==> src/rtl/conv_stream_gen.sv <==
// Walks a KxK window over an SRAM-resident feature map and emits the read
// addresses plus the aa_* stream tags aligned with the returned SRAM data.
module conv_stream_gen #(
  parameter int IMG_W     = 6,
  parameter int IMG_H     = 6,
  parameter int K         = 3,
  parameter int STRIDE    = 1,
  parameter int WD        = 16,
  parameter int INPUT_NUM = 4,
  parameter int ADDR_W    = 10,
  parameter int WADDR_W   = 5
) (
  input  logic                    clk,
  input  logic                    rst_n,
  input  logic                    start,
  input  logic                    stall,
  output logic                    busy,
  output logic                    done,
  output logic                    fm_rd_en,
  output logic [ADDR_W-1:0]       fm_rd_addr,
  input  logic [WD*INPUT_NUM-1:0] fm_rd_data,
  output logic [WADDR_W-1:0]      wt_rd_addr,
  output logic                    aa_en,
  output logic                    aa_first_data,
  output logic                    aa_last_data,
  output logic [WD*INPUT_NUM-1:0] image
);
  localparam int OUT_W = (IMG_W - K) / STRIDE + 1;
  localparam int OUT_H = (IMG_H - K) / STRIDE + 1;
  localparam int KC_W  = (K > 1)     ? $clog2(K)     : 1;
  localparam int OX_W  = (OUT_W > 1) ? $clog2(OUT_W) : 1;
  localparam int OY_W  = (OUT_H > 1) ? $clog2(OUT_H) : 1;

  localparam logic [KC_W-1:0]    K_LAST  = KC_W'(K - 1);
  localparam logic [OX_W-1:0]    OX_LAST = OX_W'(OUT_W - 1);
  localparam logic [OY_W-1:0]    OY_LAST = OY_W'(OUT_H - 1);
  localparam logic [WADDR_W-1:0] W_LAST  = WADDR_W'(K * K - 1);
  localparam logic [ADDR_W-1:0]  A_ROW   = ADDR_W'(IMG_W);
  localparam logic [ADDR_W-1:0]  A_STEP  = ADDR_W'(STRIDE);
  localparam logic [ADDR_W-1:0]  A_WROW  = ADDR_W'(STRIDE * IMG_W);

  typedef enum logic [1:0] {S_IDLE, S_RUN, S_DRAIN, S_DONE} state_t;
  typedef struct packed {
    logic first;
    logic last;
  } tag_t;

  state_t            state, state_nxt;
  logic [KC_W-1:0]   kx, ky;
  logic [OX_W-1:0]   ox;
  logic [OY_W-1:0]   oy;
  logic [ADDR_W-1:0] oy_base, win_base, row_base;
  logic [1:0]        vld_pipe;
  tag_t              tag_q;
  logic              issue, kx_end, ky_end, ox_end, oy_end, last_issue;

  assign issue      = (state == S_RUN) && !stall;
  assign kx_end     = (kx == K_LAST);
  assign ky_end     = (ky == K_LAST);
  assign ox_end     = (ox == OX_LAST);
  assign oy_end     = (oy == OY_LAST);
  assign last_issue = issue && kx_end && ky_end && ox_end && oy_end;

  always_ff @(posedge clk or negedge rst_n) begin
    if (!rst_n) state <= S_IDLE;
    else        state <= state_nxt;
  end

  always_comb begin
    state_nxt = state;
    busy      = (state != S_IDLE);
    done      = (state == S_DONE);
    fm_rd_en  = issue;
    case (state)
      S_IDLE:  if (start) state_nxt = S_RUN;
      S_RUN:   if (last_issue) state_nxt = S_DRAIN;
      S_DRAIN: state_nxt = S_DONE;
      S_DONE:  state_nxt = S_IDLE;
      default: state_nxt = S_IDLE;
    endcase
  end

  // Address is built from three nested bases (window-row, window, kernel-row)
  // so every step is a single add; the final wrap lands everything back on 0.
  always_ff @(posedge clk or negedge rst_n) begin
    if (!rst_n) begin
      kx <= '0; ky <= '0; ox <= '0; oy <= '0;
      oy_base <= '0; win_base <= '0; row_base <= '0;
      fm_rd_addr <= '0; wt_rd_addr <= '0;
    end else if (state == S_IDLE && start) begin
      kx <= '0; ky <= '0; ox <= '0; oy <= '0;
      oy_base <= '0; win_base <= '0; row_base <= '0;
      fm_rd_addr <= '0; wt_rd_addr <= '0;
    end else if (issue) begin
      wt_rd_addr <= (wt_rd_addr == W_LAST) ? '0 : wt_rd_addr + 1'b1;
      if (!kx_end) begin
        kx         <= kx + 1'b1;
        fm_rd_addr <= fm_rd_addr + 1'b1;
      end else begin
        kx <= '0;
        if (!ky_end) begin
          ky         <= ky + 1'b1;
          row_base   <= row_base + A_ROW;
          fm_rd_addr <= row_base + A_ROW;
        end else begin
          ky <= '0;
          if (!ox_end) begin
            ox         <= ox + 1'b1;
            win_base   <= win_base + A_STEP;
            row_base   <= win_base + A_STEP;
            fm_rd_addr <= win_base + A_STEP;
          end else begin
            ox <= '0;
            if (!oy_end) begin
              oy         <= oy + 1'b1;
              oy_base    <= oy_base + A_WROW;
              win_base   <= oy_base + A_WROW;
              row_base   <= oy_base + A_WROW;
              fm_rd_addr <= oy_base + A_WROW;
            end else begin
              oy <= '0; oy_base <= '0; win_base <= '0; row_base <= '0;
              fm_rd_addr <= '0;
            end
          end
        end
      end
    end
  end

  // One-stage valid/tag pipe matching the SRAM read latency.
  assign vld_pipe[0] = issue;

  always_ff @(posedge clk or negedge rst_n) begin
    if (!rst_n) begin
      vld_pipe[1] <= 1'b0;
      tag_q       <= '0;
    end else begin
      vld_pipe[1] <= vld_pipe[0];
      tag_q.first <= issue && (kx == '0) && (ky == '0);
      tag_q.last  <= issue && kx_end && ky_end;
    end
  end

  assign aa_en         = vld_pipe[1];
  assign aa_first_data = tag_q.first;
  assign aa_last_data  = tag_q.last;
  assign image         = fm_rd_data;

endmodule

==> config.mk <==
export PLATFORM = sky130hd
export DESIGN_NAME = conv_stream_gen
export DESIGN_NICKNAME = d
export VERILOG_FILES = /design/src/rtl/conv_stream_gen.sv
export SDC_FILE = /design/constraint.sdc
export NUM_CORES = 1
export LEC_CHECK = 0
export CAP_MARGIN = 40
export CORE_UTILIZATION = 45
export DETAILED_ROUTE_END_ITERATION = 10
export GPL_ROUTABILITY_DRIVEN = 0
export GPL_TIMING_DRIVEN = 0
export PLACE_DENSITY_LB_ADDON = 0.15
export SETUP_SLACK_MARGIN = 0.02
export SLEW_MARGIN = 30
export SYNTH_ARGS = -nofsm -noshare
export SYNTH_HDL_FRONTEND = slang
export SYNTH_SLANG_ARGS = --single-unit
==> constraint.sdc <==
create_clock -name clk -period 2.1 [get_ports clk]
set_input_delay 0.42 -clock clk [delete_from_list [all_inputs] [get_ports clk]]
set_output_delay 0.42 -clock clk [all_outputs]
set_load 0.02 [all_outputs]
==> impl_metrics.yaml <==
run_status:
  status: "finished clean"
global_route:
  antenna_found_initial: 0
  overflow: 0
  grt.total_usage_pct: 22.0
  grt_pass1_vias: 3431
  grt_max_degree: 42
  grt_pass1_wl_um: 15700
die:
  core_um2: 8340
  dieArea_um2: 9150
  die_w_um: 95.7
  die_h_um: 95.7
  rows: 33
  start_util_pct: 47.3
  io_pins: 153
timing:
  slew-limit-headroom_pct: 49.4
  worst_pin_slew_ns: 0.749
  fmax_ghz: 0.501
  hold_violations: 0
  fin_skew_ns: 0.00585
  fin_crit_ns: 2.00
  finalMaxSlewViolations: 0
  post-route-period-util_pct: 95.1
  tns_ns: 0
  rsz0062_at_grt: "no"
  hold_slack_ns: 0.493
  setup-violations-final: 0
  layout_setup_ws_ns: 0.103
logic_synthesis:
  mappedNetlistNets: 534
  synth.area.top_cells: "dfrtp_1, buf_4, nand2_1"
  synth_flop_cell: "dfrtp_1"
  synth.top_cell.area_share_pct: 36.8
  syn_avg_cell_area_um2: 8.71
  synth_seq_cells: 58
  synth_edf_count: 0
  syn-instance-count: 453
  synth_top_area_cell: "dfrtp_1"
  yosysWarnings: 0
  netlist_area_um2: 3950
  ys_types: 67
  synthArstFlopShare_pct: 100
  yosysSeqAreaShare_pct: 36.8
finish:
  layout_commonest_cell: "clkdlybuf4s50_1"
  drive_gt1_share_pct: 22.3
  final_area_um2: 5270
  fillerInstances: 729
  synthToLayoutAreaGrowth_pct: 33.5
  antenna_cells: 0
  final_cell_mix: "clkdlybuf4s50_1, buf_4, nand2_1, dfrtp_1, nor2_1"
  fin_nets: 641
worst_setup_path:
  criticalPathCategory: "flop to output port"
  cp_max_fo: 3
  crit_path_end_kind: "output port"
  path_cells: "buf_4 -> ha_1 -> clkdlybuf4s50_1"
  required_ns: 1.68
  critPathSlowestCell: "clkdlybuf4s50_1"
  startpoint_type: "flop"
  critical_path.max_stage_delay_ns: 0.53
  cp_data_arrival_time_ns: 1.58
clock_network:
  cts_root_buf: "clkbuf_8"
  cts.path.max_buffers: 2
  cts.sinks: 58
  worstSkewPairLatency_ns: 0.33
  htreeDepth: 3
  path_clk_slew_ns: 0.06
  cts_tree: "built"
  cts_made_buffers: 9
placement:
  port_buffers: 88
  hpwl_um: 7250
  pre_cts_ws_ns: -0.487
  placedInstanceArea_um2: 4980
detailed_routing:
  viasPerCell: 5.31
  wl_per_cell_um: 14.4
  dr.pass1.iters: 4
  drtIter0Drc: 198
  wirelength_um: 9600
  drtAntennaViolNets: 0
  via_count: 3551
  drc: 0
power:
  cellLeakagePower_nw: 2.39
  power_density_nw_per_um2: 803
  ir_drop_mv: 0.611
  total_power_mw: 4.23
run:
  maxCapViolCount: 0
hold_path:
  min_path_type: "flop to flop"
[repair_timing]
action                                  in CTS  in global routing
gates resized for setup                     17                 10
buffers inserted                             0                  6
pin swaps                                    1                  3
endpoints found under the setup margin       7                 13
hold buffers                                 1                  0
hold endpoints to repair                    17                  0
[path summary, 6_finish.rpt]
path | startpoint | endpoint | slack [ns] | depth (start not counted)
worst max register to register | state[0] | fm_rd_addr[9] | 0.13 | 8
max in group asynchronous | rst_n | oy_base[1] | 1.10 | 3
worst min register to register | row_base[0] | row_base[0] | 0.49 | 1
worst max-delay path | state[1] | done | 0.10 | 3
min in group asynchronous | rst_n | oy_base[4] | 0.50 | 2
worst min-delay path | row_base[0] | row_base[0] | 0.49 | 1
[area by class of cell]
| type | count | area [µm²] | share of cell area (%) |
|---|---|---|---|
| sequential | 58 | 1450 | 27.6 |
| clock inverter | 3 | 15.0 | 0.285 |
| clock buffer | 12 | 155 | 2.94 |
| multi-input combinational | 301 | 1910 | 36.2 |
| inverter | 15 | 56.3 | 1.07 |
| tap | 105 | 131 | 2.49 |
| timing repair buffer | 96 | 950 | 18.0 |
| buffer | 79 | 602 | 11.4 |
[metrics by stage]
step | utilization, % | std cells
final | 63.2 | 669
after global placement | 59.5 | 646
after detailed placement | 59.7 | 647
after floorplan | - | 453
after global routing | 63.2 | 669
after CTS | 62.3 | 663
[cells in the mapped netlist, types with 4 or more instances]
master    number
nor4_1         7
nor2_1        32
nor2b_1        4
clkbuf_1       4
buf_4         66
buf_2          4
a21oi_1       30
ha_1          13
o21a_1         4
nand2_1       58
inv_1         14
a21o_1         5
nand4_1        4
o21ai_0       25
o22ai_1        4
xnor2_1        6
nand3_1       19
nor3_1        15
xor2_1         9
dfrtp_1       58
nand2b_1       5
[cell families (layout without fill, tap and decap cells)]
logic type / after synthesis / in the layout / synth area share, %
compound gates: 99 / 99 / 16.1
xor+xnor: 15 / 15 / 3.33
fa+ha+maj: 13 / 13 / 4.12
buf+inv: 94 / 205 / 16.4
flops: 58 / 58 / 36.8
mux: 3 / 3 / 0.792
simple gates: 171 / 171 / 22.4
[registers in the layout, indices dropped and copies added (netlist names)]
name,flops
fm_rd_addr,10
oy_base,10
row_base,10
win_base,10
wt_rd_addr,5
kx,2
ky,2
ox,2
oy,2
state,2
aa_en,1
aa_first_data,1
aa_last_data,1
[report_power, final]
group | switching [mW] | internal [mW] | leakage [nW]
sequential | 0.303 | 1.35 | 0.769
clock | 0.432 | 0.480 | 0.0920
combinational | 0.853 | 0.809 | 1.53
[critical path, delay by kind of cell, from the launching register on]
kind | cells | cell delay (ns)
adder cells (fa/ha/maj) | 1 | 0.17
buffers and inverters | 2 | 0.68
flip-flops | 1 | 0.40
[layer usage]
layer  share of wire [%]  vias up  global-route usage [%]
li1                    -     1731                       -
met1                  45     1682                    29.6
met2                  48      132                    36.2
met3                 6.6        6                    4.78
met4                0.68        0                    5.35
met5                   0        -                       0
No activity file was read; power rests on OpenSTA's default activity.
